==> config.mk <==
export PLATFORM = sky130hd
export DESIGN_NAME = edge_period_meter
export DESIGN_NICKNAME = d
export VERILOG_FILES = /design/src/rtl/edge_period_meter.sv
export SDC_FILE = /design/constraint.sdc
export NUM_CORES = 1
export LEC_CHECK = 0
export CORE_MARGIN = 4
export CORE_UTILIZATION = 33
export DETAILED_ROUTE_END_ITERATION = 8
export GPL_TIMING_DRIVEN = 0
export PLACE_DENSITY = 0.56
export SYNTH_ARGS = -nofsm -noshare
export SYNTH_HDL_FRONTEND = slang
export SYNTH_SLANG_ARGS = --single-unit
==> constraint.sdc <==
create_clock -name clock -period 3 [get_ports clock]
set_clock_uncertainty 0.1 [all_clocks]
set_input_delay 0.3 -clock clock [delete_from_list [all_inputs] [get_ports clock]]
set_output_delay 0.3 -clock clock [all_outputs]
set_load 0.02 [all_outputs]
==> src/rtl/edge_period_meter.sv <==
// Measures period and high time of a slow asynchronous input in system clock cycles.
// Completed periods are offered on a valid/ready port with overrun and stuck flags.
module edge_period_meter #(
    parameter int CNT_W   = 25,
    parameter int TIMEOUT = 20000000
) (
    input  logic             clock,
    input  logic             reset_n,
    input  logic             sig_in,
    output logic [CNT_W-1:0] period,
    output logic [CNT_W-1:0] high_time,
    output logic             meas_valid,
    input  logic             meas_ready,
    output logic             overrun,
    output logic             stuck
);

    typedef enum logic {
        IDLE,
        MEASURE
    } state_t;

    localparam logic [CNT_W-1:0] TIMEOUT_C = CNT_W'(TIMEOUT);

    state_t           state;
    logic             s1, s2, s3;
    logic [CNT_W-1:0] count;
    logic [CNT_W-1:0] high_cnt;
    logic             rise;
    logic             fall;
    logic             load;
    logic             accept;

    // Two-flop synchronizer followed by an edge register for edge detection
    always_ff @(posedge clock or negedge reset_n) begin
        if (!reset_n) begin
            s1 <= 1'b0;
            s2 <= 1'b0;
            s3 <= 1'b0;
        end else begin
            s1 <= sig_in;
            s2 <= s1;
            s3 <= s2;
        end
    end

    assign rise   = s2 & ~s3;
    assign fall   = ~s2 & s3;
    assign load   = (state == MEASURE) && rise;
    assign accept = meas_valid && meas_ready;

    always_ff @(posedge clock or negedge reset_n) begin
        if (!reset_n) begin
            state      <= IDLE;
            count      <= '0;
            high_cnt   <= '0;
            period     <= '0;
            high_time  <= '0;
            meas_valid <= 1'b0;
            overrun    <= 1'b0;
            stuck      <= 1'b0;
        end else begin
            case (state)
                IDLE: begin
                    count <= '0;
                    if (rise) begin
                        state <= MEASURE;
                        count <= 1;
                    end
                end
                MEASURE: begin
                    // A rise on the timeout cycle still wins and yields a result
                    if (rise) begin
                        count <= 1;
                    end else if (count == TIMEOUT_C) begin
                        stuck    <= 1'b1;
                        state    <= IDLE;
                        count    <= '0;
                        high_cnt <= '0;
                    end else begin
                        count <= count + 1'b1;
                        if (fall) begin
                            high_cnt <= count;
                        end
                    end
                end
                default: begin
                    state <= IDLE;
                    count <= '0;
                end
            endcase

            // A fresh result beats a simultaneous accept, keeping valid high
            if (load) begin
                period     <= count;
                high_time  <= high_cnt;
                meas_valid <= 1'b1;
                stuck      <= 1'b0;
                if (meas_valid && !meas_ready) begin
                    overrun <= 1'b1;
                end
            end else if (accept) begin
                meas_valid <= 1'b0;
                overrun    <= 1'b0;
            end
        end
    end

endmodule

==> results of run 1 <==
==> cells in the mapped netlist (all sizes together) (2+ instances only) <==
cell type,n,area [sq um]
xor2,18,158
and4,2,17.5
and3,4,25.0
nor3,2,15.0
nand2,149,559
a22o,24,210
nor2,28,105
nor4,2,18.8
nor3b,2,20.0
a21oi,2,10.0
inv,8,30.0
nor4b,3,38.8
dfrtp,107,2680
clkbuf,15,56.3
buf,9,72.6
xnor2,5,43.8
nand4,9,56.3
o21ai,9,45.0
ha,2,25.0
nand3,13,65.1
==> logic make-up (layout without fill, tap and decap cells) <==
| logic type | Yosys count | count (layout) | share of synthesized area |
|---|---|---|---|
| adders and majority gates | 3 | 3 | 0.00809 |
| buffers and inverters | 32 | 106 | 0.0367 |
| and+or+nand+nor | 217 | 217 | 0.217 |
| AOI/OAI and AO/OA | 39 | 39 | 0.0729 |
| DFF | 107 | 107 | 0.619 |
| xor gates and xnor gates | 23 | 23 | 0.0465 |
==> worst min-delay path by stage <==
stage | startpoint | end | cells past startpoint
after floorplan | reset_n | count[0]$_DFF_PN0_ | 0
after global placement | s1$_DFF_PN0_ | s2$_DFF_PN0_ | 0
after detailed placement | reset_n | period[3]$_DFFE_PN0P_ | 1
after CTS | s1$_DFF_PN0_ | s2$_DFF_PN0_ | 0
after global routing | s1$_DFF_PN0_ | s2$_DFF_PN0_ | 0
final | s1$_DFF_PN0_ | s2$_DFF_PN0_ | 0
==> power groups by stage <==
stage | Sequential, uW | Clock (uW) | Combinational [uW]
final | 1590 | 1280 | 385
after global routing | 1600 | 1370 | 431
after CTS | 1590 | 1310 | 394
after detailed placement | 1620 | 0 | 391
after global placement | 1620 | 0 | 380
after floorplan | 1660 | 0 | 158
==> per-layer routing <==
layer  up-vias  part of all wire  GRT usage
li1       1517                 -          -
met1      1494              0.47      0.201
met2        57              0.47      0.228
met3         9             0.045     0.0217
met4         0             0.013     0.0623
met5         -                 0          0
==> flip-flops by register name, summed over array words and instances, names as in the netlist <==
name,count
period,25
high_time,25
count,25
state,1
stuck,1
overrun,1
s1,1
s2,1
high_cnt,25
s3,1
meas_valid,1
==> critical path, cell delays in order, from the launching register on <==
cell and delay, ns:
dfrtp_1 0.48, nor4b_2 0.33, nand4_1 0.25, o31ai_2 0.48
nor3_2 0.18, buf_4 0.23, a22o_1 0.24
==> layout make-up <==
cell class | instances | area [sq um]
Clock inverter | 6 | 88.8
Tap cell | 172 | 215
Timing Repair Buffer | 58 | 596
Fill cell | 1238 | 7260
Multi-Input combinational cell | 282 | 1490
Sequential cell | 107 | 2680
Inverter | 8 | 30.0
Buffer | 24 | 129
Clock buffer | 10 | 239
==> per-stage QoR <==
step | hold WS, ns | total power (uW) | cell area [sq um] | worst slack, ns
finish | 0.256 | 3260 | 5470 | 0.604
global route | 0.278 | 3410 | 5470 | 0.420
CTS | 0.258 | 3300 | 5470 | 0.600
detailed placement | 0.194 | 2010 | 5130 | 0.657
global placement | 0.234 | 2000 | 5100 | -2.49
floorplan | -0.0956 | 1820 | 4330 | 0.980
==> results.md, run 1 <==
* Layout Nets at 496
* Commonest non-fill, non-tap cells in the layout: nand2_1 (149), dfrtp_1 (107), clkdlybuf4s50_1 (55)
* Routed wire length at 9910 microns
* Global-route wire length before repair at 17200 microns
* Final min period at 2.40 ns
* Register area share after synthesis at 0.619
* RSZ-0062 raised after global routing: no
* Seq pwr share at 0.488
* Routability-driven placement congestion ratio at 0.758
* Status: finished clean
* Register-to-Register Path Depth at 6
* Clock Tree Root: clkbuf_16
* Row count at 41
* DP Wirelength at 6800 microns
* Yosys warnings at 0
* Postcts setup bufs at 0
* Pin count of the biggest net entering global routing at 74
* Slew headroom at 0.496
* FF+latch count, synth at 107
* Post-Syn Area per Cell at 10.3 sq um
* FF-to-FF End: high_cnt[16]$_DFFE_PN0P_
* Worst setup EP type: flop
* CP Launch Point: count[17]$_DFF_PN0_
* VDD IR max at 0.225 mV
* TritonCTS clock tree: built
* P_int at 2440 uW
* Hold Crit Class: reg2reg
* Inserted Clock Buffers at 9
* Hold Buf Count CTS at 1
* Core area at 12700 sq um
* Grt ovf at 0
* Area of the die at 15000 sq um
* Die span in x at 123 microns
* Power Dens Cells at 595 nW/um^2
* EDFF count, synth at 0
* Leakage power at 0.00264 uW
* Setup TNS at 0 ns
* Placed Cells at 650
* Iter 0 DRT Violations at 157
* CTS max path bufs at 2
* Diode count at 0
* Synth Flop Type: dfrtp_1
* Achievable Freq at 417 MHz
* Drt drc at 0
* Syn_nets at 427
* Worst-Skew Late Latency at 0.34 ns
* Clock-pin slew on the worst setup and hold paths at 0.07 ns
* Clk sinks at 107
* Worst EP arrival at 2.52 ns
* Vias/cell at 4.61
* Tot GR Track Use at 0.145
* Initial Util at 0.340
* Antenna viol nets, final at 0
* Wirelength per Cell at 14.9 microns
* Max-slew violation count at 0
* Synth Cell Area at 4330 sq um
* PortBufs at 56
* Ys async rst share at 1.00
* Initial antenna violation count at 0
* CP Launch Type: flop
* Share of layout cells above drive strength 1 at 0.0727
* CP endpoint: high_cnt[16]$_DFFE_PN0P_
* Finished Layout Cells at 667
* Least-Margin Pin Slew at 0.750 ns
* Crit Path Class: reg2reg
* Setup Viol. Count Final at 0
* Period utilization at 0.799
* Maxcap violations at 0
* Netlist cell types at 34
* DR pass1 iterations at 4
* IO Count at 57
* FF-to-FF setup slack at 0.60 ns
* H-tree Lvls at 3
* Critical Path RT at 3.13 ns
* Sw frac at 0.250
* Most common cell after layout, fill and taps aside: nand2_1
* Psw at 815 uW
* Logic pwr share at 0.118
* Crit Path Max Fanout at 10
* Final core occ at 0.430
* Reg2reg start: count[17]$_DFF_PN0_
* Chip Height at 123 microns
* Cts repair resizes at 0
* Syn Inst Count at 421
* Via count at 3077
* Fin. Hold Viols at 0
* Clock power frac at 0.393
* Layout area overhead at 26.3%
* Vias in the first global route at 3348
No activity file was read; power rests on OpenSTA's default activity.
==> inputs of run 2 (changes only) <==
--- a/config.mk
+++ b/config.mk
@@ -9,7 +9,7 @@
 export CORE_UTILIZATION = 33
 export DETAILED_ROUTE_END_ITERATION = 8
 export GPL_TIMING_DRIVEN = 0
-export PLACE_DENSITY = 0.56
+export PLACE_DENSITY = 0.58
 export SYNTH_ARGS = -nofsm -noshare
 export SYNTH_HDL_FRONTEND = slang
 export SYNTH_SLANG_ARGS = --single-unit
==> constraint.sdc (replaced) <==
create_clock -name clock -period 2.1 [get_ports clock]
set_clock_uncertainty 0.1 [all_clocks]
set_input_delay 0.21 -clock clock [delete_from_list [all_inputs] [get_ports clock]]
set_output_delay 0.21 -clock clock [all_outputs]
set_load 0.02 [all_outputs]
==> run 2 against run 1 <==
The flow now finishes with violations (setup timing). Die area unchanged. Routed wire length rose by 2.8%. Final area up 4.4%. Combinational power increased by 63%. Highest routed layer unchanged. Largest power group unchanged.
==> results.md, run 2 (synthesis results as in run 1) <==
* Status: finished, violations left
* Failing checks: setup timing
* RSZ-0062 raised after global routing: yes
* Maxcap violations at 0
* Final hold slack at 0.219 ns
* Tot GR Track Use at 0.146
* Routed wire length at 10200 microns
* Area of the die at 15000 sq um
* Worst Setup Slack, final at -0.0425 ns
* Period utilization at 1.02
* Chip Height at 123 microns
* Die span in x at 123 microns
* Grt ovf at 0
* Wirelength per Cell at 15.0 microns
* Worst EP arrival at 2.27 ns
* Share of layout cells above drive strength 1 at 0.144
* Fin. Hold Viols at 0
* Antenna viol nets, final at 0
* TritonCTS clock tree: built
* Slew headroom at 0.651
* HP Start: sig_in
* Multi-input gate area at 1630 sq um
* Inserted Clock Buffers at 9
* Commonest non-fill, non-tap cells in the layout: nand2_1 (148), dfrtp_1 (101), clkdlybuf4s50_1 (55)
* Vias in the first global route at 3296
* Global-route wire length before repair at 17100 microns
* Reg2reg start: count[1]$_DFF_PN0_
* Layout Nets at 509
* Final min period at 2.14 ns
* VDD IR max at 0.396 mV
* Filler Cells Inserted at 1240
* Least-Margin Pin Slew at 0.524 ns
* Row count at 41
* PortBufs at 56
* H-tree Lvls at 3
* Initial Util at 0.340
* Routability-driven placement congestion ratio at 0.798
* Core area at 12700 sq um
* Initial antenna violation count at 0
* Layout area overhead at 31.9%
* IO Count at 57
* Clock-pin slew on the worst setup and hold paths at 0.07 ns
* Clk sinks at 107
* M1 wire length at 4810 microns
* Hold Crit Class: in2reg
* DR pass1 iterations at 4
* DR top layer: met4
* Placed Cells at 650
* Metal3 WL at 555 microns
* Setup Viol. Count Final at 24
* Register-to-Register Path Depth at 8
* Worst setup EP type: flop
* CP Launch Type: flop
* Max-slew violation count at 0
* Pin count of the biggest net entering global routing at 74
* Clock Tree Root: clkbuf_16
* Most common cell after layout, fill and taps aside: nand2_1
* Via count at 3223
* Iter 0 DRT Violations at 220
* CP Launch Point: count[1]$_DFF_PN0_
* Tot Pwr at 4470 uW
* DP Wirelength at 6690 microns
* Worst-Skew Late Latency at 0.34 ns
* CTS max path bufs at 2
* Drt drc at 0
* Achievable Freq at 467 MHz
* Vias/cell at 4.74
* Routed length on met2 at 4740 microns
* Crit Path Class: reg2reg
* Power Dens Cells at 782 nW/um^2
* Crit Path Max Fanout at 7
* Finished Layout Cells at 680
* Critical Path RT at 2.23 ns
* FF/Latch Area at 2690 sq um
* Leakage power at 0.00278 uW
* Diode count at 0
* Worst Hold Depth at 1
run 2: final cells by class:
| class | count | area share |
|---|---|---|
| Buffer | 21 | 0.0252 |
| Timing Repair Buffer | 74 | 0.129 |
| Sequential cell | 107 | 0.470 |
| Inverter | 8 | 0.00526 |
| Tap cell | 172 | 0.0377 |
| Multi-Input combinational cell | 282 | 0.286 |
| Clock inverter | 5 | 0.00526 |
| Clock buffer | 11 | 0.0408 |
run 2: path summary, 6_finish.rpt:
check / to / slack, ns
max: high_cnt[16]$_DFFE_PN0P_ / -0.04
min: s1$_DFF_PN0_ / 0.22
max reg2reg: high_cnt[16]$_DFFE_PN0P_ / -0.04
min reg2reg: s2$_DFF_PN0_ / 0.25
max in group asynchronous: count[18]$_DFF_PN0_ / 0.90
min in group asynchronous: s1$_DFF_PN0_ / 0.27
run 2: critical path: stages, from the launching register on:
cell,delay (ns)
dfrtp_1,0.40
inv_2,0.09
ha_4,0.13
nor4b_4,0.19
nand2_2,0.15
o41ai_4,0.40
o211ai_4,0.21
buf_6,0.19
a22o_1,0.17
run 2: per-stage QoR:
step	instance area [sq um]	worst slack [ns]	TNS [ns]	util
floorplan	4330	0.0797	0	-
global placement	5100	-3.29	-360.22	0.401
detailed placement	5130	-0.286	-10.57	0.403
CTS	5580	-0.0590	-1.16	0.438
global route	5710	-0.144	-3.07	0.449
finish	5710	-0.0425	-0.764	0.449
run 2: power by group:
part / leakage (uW) / switching (uW) / internal, uW
clock network: 0.000125 / 727 / 799
registers: 0.00145 / 123 / 2190
logic: 0.00121 / 335 / 293
run 2: metal layers:
| layer | global-route usage | vias to the layer above |
|---|---|---|
| met4 | 0.0434 | 0 |
| li1 | - | 1552 |
| met2 | 0.224 | 72 |
| met5 | 0 | - |
| met1 | 0.206 | 1590 |
| met3 | 0.0332 | 9 |
run 2: repair_timing:
item	4_1_cts	5_1_grt
pin swaps	6	0
gates resized for setup	28	34
hold endpoints to repair	34	0
endpoints found under the setup margin	46	79
setup buffers	7	5
hold buffers	1	0
gates cloned	2	2
